## src/rtl/uart_pkg.sv

```systemverilog
// Shared types and constants for the UART command-frame controller.
// The FSM state, decoded command class and the protocol byte values live here.
package uart_pkg;

    localparam int CLKS_PER_BIT = 868;
    // Two 10-bit byte times at the nominal bit rate.
    localparam int TIMEOUT_DEF  = 20 * CLKS_PER_BIT;

    localparam logic [7:0] OPC_WR  = 8'h01;
    localparam logic [7:0] OPC_RD  = 8'h02;
    localparam logic [7:0] OPC_LED = 8'h03;

    localparam logic [7:0] SYNC_DEF = 8'hA5;
    localparam logic [7:0] RSP_DEF  = 8'h5A;
    localparam logic [7:0] ACK_DEF  = 8'h06;
    localparam logic [7:0] NAK_DEF  = 8'h15;

    typedef enum logic [3:0] {
        ST_IDLE,
        ST_GET_OPC,
        ST_GET_ADDR,
        ST_GET_DATA,
        ST_GET_CHK,
        ST_EXEC,
        ST_RD_WAIT,
        ST_TX_0,
        ST_TX_1,
        ST_TX_2,
        ST_TX_3
    } state_t;

    typedef enum logic [1:0] {
        CMD_WR,
        CMD_RD,
        CMD_LED,
        CMD_BAD
    } cmd_t;

    // A frame is bad if its checksum fails or its opcode is not recognised.
    function automatic cmd_t classify_cmd(input logic [7:0] opc,
                                          input logic [7:0] addr,
                                          input logic [7:0] data,
                                          input logic [7:0] chk);
        cmd_t cmd;
        if ((opc ^ addr ^ data) != chk) begin
            cmd = CMD_BAD;
        end else begin
            case (opc)
                OPC_WR:  cmd = CMD_WR;
                OPC_RD:  cmd = CMD_RD;
                OPC_LED: cmd = CMD_LED;
                default: cmd = CMD_BAD;
            endcase
        end
        return cmd;
    endfunction

endpackage

```

## src/rtl/uart_cmd_timeout.sv

```systemverilog
// Inter-byte idle counter: counts enabled cycles since the last clear and
// flags expiry once LIMIT idle cycles have elapsed.
module uart_cmd_timeout
    import uart_pkg::*;
#(
    parameter int LIMIT = TIMEOUT_DEF
) (
    input  logic clk,
    input  logic srst,
    input  logic clear,
    input  logic enable,
    output logic expired
);

    localparam int W = $clog2(LIMIT + 1);
    localparam logic [W-1:0] LIMIT_W = W'(LIMIT);

    logic [W-1:0] count_reg;
    logic [W-1:0] count_next;

    // Saturates at LIMIT so a stalled owner never sees the counter wrap.
    always_comb begin
        count_next = count_reg;
        if (clear) begin
            count_next = '0;
        end else if (enable && (count_reg != LIMIT_W)) begin
            count_next = count_reg + 1'b1;
        end
    end

    always_ff @(posedge clk) begin
        if (srst) begin
            count_reg <= '0;
        end else begin
            count_reg <= count_next;
        end
    end

    assign expired = enable && (count_reg == LIMIT_W);

endmodule

```

## src/rtl/uart_cmd_ctrl.sv

```systemverilog
// Command-frame controller: assembles SYNC/OPC/ADDR/DATA/CHK frames from the
// UART receiver, executes write/read/LED commands and streams the reply bytes.
module uart_cmd_ctrl
    import uart_pkg::*;
#(
    parameter int         TIMEOUT_CLKS = TIMEOUT_DEF,
    parameter logic [7:0] SYNC_BYTE    = SYNC_DEF,
    parameter logic [7:0] RSP_BYTE     = RSP_DEF,
    parameter logic [7:0] ACK_BYTE     = ACK_DEF,
    parameter logic [7:0] NAK_BYTE     = NAK_DEF
) (
    input  logic       clk_in,
    input  logic       rst_in,
    input  logic       rx_datav_in,
    input  logic [7:0] rx_byte_in,
    output logic       wr_en_op,
    output logic       rd_en_op,
    output logic [7:0] addr_op,
    output logic [7:0] wr_data_op,
    input  logic [7:0] rd_data_in,
    output logic       tx_valid_op,
    output logic [7:0] tx_byte_op,
    input  logic       tx_ready_in,
    output logic       led_op,
    output logic       err_timeout_op,
    output logic       err_overrun_op
);

    state_t     state_reg, state_next;
    cmd_t       cmd_reg, cmd_new;
    logic [7:0] opc_reg, addr_reg, data_reg;
    logic [7:0] addr_out_reg, wr_data_reg, rd_data_reg;
    logic       led_reg;

    logic       in_get;
    logic       to_clear, to_enable, to_expired;
    logic [7:0] first_byte;

    logic       tx_valid_c, wr_en_c, rd_en_c, err_timeout_c, err_overrun_c;
    logic [7:0] tx_byte_c;

    uart_cmd_timeout #(
        .LIMIT (TIMEOUT_CLKS)
    ) u_timeout (
        .clk     (clk_in),
        .srst    (rst_in),
        .clear   (to_clear),
        .enable  (to_enable),
        .expired (to_expired)
    );

    assign in_get    = state_reg inside {ST_GET_OPC, ST_GET_ADDR, ST_GET_DATA, ST_GET_CHK};
    assign to_clear  = rx_datav_in || (state_reg == ST_IDLE);
    assign to_enable = in_get;

    always_comb cmd_new = classify_cmd(opc_reg, addr_reg, data_reg, rx_byte_in);

    always_comb begin
        if (cmd_reg == CMD_RD) begin
            first_byte = RSP_BYTE;
        end else if (cmd_reg == CMD_BAD) begin
            first_byte = NAK_BYTE;
        end else begin
            first_byte = ACK_BYTE;
        end
    end

    always_comb begin
        state_next    = state_reg;
        tx_valid_c    = 1'b0;
        tx_byte_c     = 8'h00;
        wr_en_c       = 1'b0;
        rd_en_c       = 1'b0;
        err_timeout_c = 1'b0;
        err_overrun_c = 1'b0;
        case (state_reg)
            ST_IDLE: begin
                if (rx_datav_in && (rx_byte_in == SYNC_BYTE)) begin
                    state_next = ST_GET_OPC;
                end
            end
            ST_GET_OPC, ST_GET_ADDR, ST_GET_DATA, ST_GET_CHK: begin
                // An arriving byte takes priority over an expiring counter.
                if (rx_datav_in) begin
                    case (state_reg)
                        ST_GET_OPC:  state_next = ST_GET_ADDR;
                        ST_GET_ADDR: state_next = ST_GET_DATA;
                        ST_GET_DATA: state_next = ST_GET_CHK;
                        default:     state_next = ST_EXEC;
                    endcase
                end else if (to_expired) begin
                    err_timeout_c = 1'b1;
                    state_next    = ST_IDLE;
                end
            end
            ST_EXEC: begin
                err_overrun_c = rx_datav_in;
                if (cmd_reg == CMD_RD) begin
                    rd_en_c    = 1'b1;
                    state_next = ST_RD_WAIT;
                end else begin
                    // ACK/NAK is offered straight away to keep reply latency at one cycle.
                    wr_en_c    = (cmd_reg == CMD_WR);
                    tx_valid_c = 1'b1;
                    tx_byte_c  = first_byte;
                    state_next = tx_ready_in ? ST_IDLE : ST_TX_0;
                end
            end
            ST_RD_WAIT: begin
                err_overrun_c = rx_datav_in;
                tx_valid_c    = 1'b1;
                tx_byte_c     = RSP_BYTE;
                state_next    = tx_ready_in ? ST_TX_1 : ST_TX_0;
            end
            ST_TX_0: begin
                err_overrun_c = rx_datav_in;
                tx_valid_c    = 1'b1;
                tx_byte_c     = first_byte;
                if (tx_ready_in) begin
                    state_next = (cmd_reg == CMD_RD) ? ST_TX_1 : ST_IDLE;
                end
            end
            ST_TX_1: begin
                err_overrun_c = rx_datav_in;
                tx_valid_c    = 1'b1;
                tx_byte_c     = addr_out_reg;
                if (tx_ready_in) state_next = ST_TX_2;
            end
            ST_TX_2: begin
                err_overrun_c = rx_datav_in;
                tx_valid_c    = 1'b1;
                tx_byte_c     = rd_data_reg;
                if (tx_ready_in) state_next = ST_TX_3;
            end
            ST_TX_3: begin
                err_overrun_c = rx_datav_in;
                tx_valid_c    = 1'b1;
                tx_byte_c     = addr_out_reg ^ rd_data_reg;
                if (tx_ready_in) state_next = ST_IDLE;
            end
            default: state_next = ST_IDLE;
        endcase
    end

    always_ff @(posedge clk_in) begin
        if (rst_in) begin
            state_reg    <= ST_IDLE;
            cmd_reg      <= CMD_BAD;
            opc_reg      <= 8'h00;
            addr_reg     <= 8'h00;
            data_reg     <= 8'h00;
            addr_out_reg <= 8'h00;
            wr_data_reg  <= 8'h00;
            rd_data_reg  <= 8'h00;
            led_reg      <= 1'b0;
        end else begin
            state_reg <= state_next;
            if (rx_datav_in) begin
                case (state_reg)
                    ST_GET_OPC:  opc_reg  <= rx_byte_in;
                    ST_GET_ADDR: addr_reg <= rx_byte_in;
                    ST_GET_DATA: data_reg <= rx_byte_in;
                    ST_GET_CHK: begin
                        cmd_reg <= cmd_new;
                        // Bus address/data only move for accepted commands.
                        if (cmd_new == CMD_WR) begin
                            addr_out_reg <= addr_reg;
                            wr_data_reg  <= data_reg;
                        end else if (cmd_new == CMD_RD) begin
                            addr_out_reg <= addr_reg;
                        end
                    end
                    default: ;
                endcase
            end
            if ((state_reg == ST_EXEC) && (cmd_reg == CMD_LED)) begin
                led_reg <= data_reg[0];
            end
            if (state_reg == ST_RD_WAIT) begin
                rd_data_reg <= rd_data_in;
            end
        end
    end

    // Strobes are masked while reset is asserted so a reply dies immediately.
    assign tx_valid_op    = tx_valid_c & ~rst_in;
    assign tx_byte_op     = rst_in ? 8'h00 : tx_byte_c;
    assign wr_en_op       = wr_en_c & ~rst_in;
    assign rd_en_op       = rd_en_c & ~rst_in;
    assign err_timeout_op = err_timeout_c & ~rst_in;
    assign err_overrun_op = err_overrun_c & ~rst_in;
    assign addr_op        = addr_out_reg;
    assign wr_data_op     = wr_data_reg;
    assign led_op         = led_reg;

endmodule

```

## config.mk

```make
export PLATFORM = sky130hd
export DESIGN_NAME = uart_cmd_ctrl
export DESIGN_NICKNAME = d
export VERILOG_FILES = /design/src/rtl/uart_pkg.sv /design/src/rtl/uart_cmd_timeout.sv /design/src/rtl/uart_cmd_ctrl.sv
export SDC_FILE = /design/constraint.sdc
export NUM_CORES = 1
export LEC_CHECK = 0
export BUFFER_PORTS_ARGS = -buffer_cell sky130_fd_sc_hd__buf_2
export CELL_PAD_IN_SITES_DETAIL_PLACEMENT = 0
export CELL_PAD_IN_SITES_GLOBAL_PLACEMENT = 1
export CORE_MARGIN = 5
export CORE_UTILIZATION = 35
export CTS_CLUSTER_DIAMETER = 100
export DETAILED_ROUTE_END_ITERATION = 10
export GPL_TIMING_DRIVEN = 1
export PLACE_DENSITY = 0.67
export SLEW_MARGIN = 20
export SYNTH_ARGS = -nofsm -noshare
export SYNTH_HDL_FRONTEND = slang
export SYNTH_SLANG_ARGS = --single-unit
```

## constraint.sdc

```tcl
create_clock -name clk_in -period 3.83 [get_ports clk_in]
set_input_delay 0.766 -clock clk_in [delete_from_list [all_inputs] [get_ports clk_in]]
set_output_delay 0.766 -clock clk_in [all_outputs]
set_load 0.01 [all_outputs]
```

==> impl_metrics.yaml <==
timing:
  hold_ws_ps: 472
  fmax_mhz: 314
  finalCritPeriodShare: 0.831
  slew_viol_final: 0
  fin_skew_ps: 20.7
  fin_tns_setup_ps: 0
  relSlewSlack: 0.429
  grt_setup_unrepaired: "false"
  period_minus_slack_ps: 3180
  setup_viol: 0
  finalHoldViolCount: 0
  worst_pin_slew_ps: 855
clock_tree:
  cts_root_buffer: "clkbuf_8"
  postCtsSetupRepairBufs: 0
  cts_buffers: 9
  postCtsHoldBufs: 0
  cts_buffer_depth: 2
  path_clk_slew_ps: 80
  h-tree-depth: 3
  clock_sinks: 70
  clk_latency_ps: 350
  cts_tree: "done"
  cts_resized: 0
worst_setup_path:
  critPathKind: "register to primary output"
  worstRegToRegCells: 5
  critPathLaunchType: "register"
  max_stage_delay_ps: 880
  cp_max_fo: 26
  r2r_setup_slack_ps: 1140
  worst_ep_required_time_ps: 3060
  cpMaxStageDelayCell: "dfxtp_1"
  critPathCaptureType: "primary output"
  crit_chain: "nor2b_1 > nand2_1 > o21ai_0 > a222oi_1 > nor2_1 > buf_2"
  crit_arrival_ps: 2420
floorplan:
  coreArea_sq_um: 10400
  row_count: 37
  ios: 50
  fp.dieArea_sq_um: 12900
  start_util: 0.361
  die_w_microns: 113
  die_h_microns: 113
synth:
  ys_ff_latch: 70
  synth_top_area_frac: 0.374
  ys.flop_type: "dfxtp_1"
  syn_area_sq_um: 3750
  syn_inst: 441
  synth_area_leaders: "dfxtp_1 37%, mux2i_1 12%, nand2b_1 6.5%"
  async_reset_ff_frac: 0
  synthSimpleGateAreaFrac: 0.263
  synth.avg_cell_area_sq_um: 8.50
  yosysSeqAreaShare: 0.374
  synth-compound-area-share: 0.112
  synth_cell_types: 52
  synthMuxAreaShare: 0.118
  synth_top_family_by_area: "simple AND/OR/NAND/NOR gates"
  synthMostInstantiatedCell: "dfxtp_1"
  synth-xor-area-share: 0.0865
  synth_largest_area_cell: "dfxtp_1"
  synth_edf_count: 0
  synthAdderAreaFrac: 0.00668
  yosys_warnings: 0
  synth_commonest_cells: "70 x dfxtp_1, 51 x nor2_1, 44 x mux2i_1"
  synth_nets: 463
outcome:
  run_status: "finished clean"
detailed_routing:
  detail-route-antenna-nets: 0
  firstDrtPassIters: 4
  wirelength_microns: 9510
  initialDrtViolationCount: 181
  via_count: 3158
  wl_per_cell_microns: 15.4
  viasPerCell: 5.13
  drc_errors: 0
global_route:
  grt_max_degree: 65
  grt_use_total: 0.150
  antenna_found_initial: 0
  gr-total-overflow: 0
  grt_pass1_vias: 3094
  grt_pass1_wl_microns: 15700
run:
  cap_violations: 0
placed_design:
  portBuffers: 49
  gp_congestion: 0.789
  hpwl_microns: 6760
pwr:
  power_density_nw_per_um2: 389
  p_int_w: 0.00116
  leakagePower_nw: 1.58
  peakVddDrop_v: 0.000214
  seqPwrFrac: 0.471
  power_frac_clock: 0.387
  p_comb_frac: 0.142
  p_sw_w: 0.000501
  swShare: 0.301
min_path:
  min_delay_path_depth: 2
  holdCritPathClass: "register to register"
final_layout:
  finalNetCount: 497
  n_antenna_cell: 0
  drive_above_1_share: 0.154
  largest_reg_flops: 15
  area_growth_pct: 14.4
  fillers: 1114
[metrics by stage]
stage / cells / power, W / setup slack [ps] / cell area [sq um] / utilization
3_3_place_gp: 600 / 0.00104 / 1070 / 4080 / 0.393
3_5_place_dp: 600 / 0.00104 / 1060 / 4080 / 0.393
2_1_floorplan: 441 / 0.000975 / 1410 / 3750 / -
6_report: 616 / 0.00166 / 647 / 4290 / 0.413
4_1_cts: 616 / 0.00169 / 662 / 4290 / 0.413
5_1_grt: 616 / 0.00175 / 361 / 4290 / 0.413
[metal layers]
layer / track usage / share of wire
met5: 0 / 0
met4: 0.0361 / 0.0069
met3: 0.0313 / 0.034
met2: 0.245 / 0.48
met1: 0.204 / 0.48
[cell families (layout without fill, tap and decap cells)]
| family | Yosys count | after routing |
|---|---|---|
| compound gates | 66 | 66 |
| fa+ha+maj | 2 | 2 |
| xor+xnor | 37 | 37 |
| flops | 70 | 70 |
| mux | 44 | 44 |
| buf+inv | 37 | 76 |
| simple gates | 185 | 185 |
[worst paths after layout]
kind | startpoint | end
max | state_reg[0]$_SDFFE_PP0P_ | tx_byte_op[1]
min | rd_data_reg[7]$_SDFFE_PP0P_ | rd_data_reg[7]$_SDFFE_PP0P_
max reg2reg | state_reg[2]$_SDFFE_PP0P_ | wr_data_op[2]$_SDFFE_PP0P_
min reg2reg | rd_data_reg[7]$_SDFFE_PP0P_ | rd_data_reg[7]$_SDFFE_PP0P_
[cell usage in the layout, fill, tap and decap left out, types with 2 or more instances in the layout]
master / netlist / final
buf_4: 0 / 4
nand2b_1: 39 / 39
buf_2: 3 / 49
xor2_1: 17 / 17
nor3b_1: 2 / 2
dfxtp_1: 70 / 70
inv_1: 7 / 7
nand2_1: 33 / 33
xnor2_1: 20 / 20
o21ai_0: 17 / 17
nor4bb_1: 2 / 2
and3_1: 8 / 8
a22oi_1: 4 / 4
inv_8: 0 / 2
a31oi_1: 4 / 4
o21bai_1: 3 / 3
or3_1: 2 / 2
nor4b_1: 3 / 3
a21o_1: 2 / 2
o22ai_1: 2 / 2
nor2b_1: 6 / 6
nor2_1: 51 / 51
nor4_1: 5 / 4
nand4_1: 7 / 7
ha_1: 2 / 2
a21oi_1: 19 / 19
nand3_1: 14 / 14
clkbuf_8: 0 / 9
nor3_1: 5 / 5
inv_6: 0 / 3
a222oi_1: 2 / 2
mux2i_1: 44 / 44
[worst max-delay path, delay by kind of cell, from the launching register on]
kind,cells,cell delay (ps)
AO/OA/AOI/OAI,2,510
buffers and inverters,1,140
flip-flops,1,880
AND/OR/NAND/NOR,3,530
[layout make-up]
cell class	instances	area, sq um	area share
multi-input combinational	334	2200	0.514
sequential	70	1400	0.327
clock buffer	9	124	0.0289
tap	136	170	0.0397
clock inverter	7	86.3	0.0201
inverter	7	26.3	0.00613
timing repair buffer	53	275	0.0642
[power by group through the flow]
| stage | clock, W | combinational [W] | sequential, W |
|---|---|---|---|
| 3_3_place_gp | 0 | 0.000235 | 0.000801 |
| 5_1_grt | 0.000699 | 0.000263 | 0.000789 |
| 4_1_cts | 0.000666 | 0.000237 | 0.000783 |
| 2_1_floorplan | 0 | 0.000208 | 0.000767 |
| 6_report | 0.000645 | 0.000236 | 0.000784 |
| 3_5_place_dp | 0 | 0.000235 | 0.000800 |
Power figures use the tool's default switching activity.
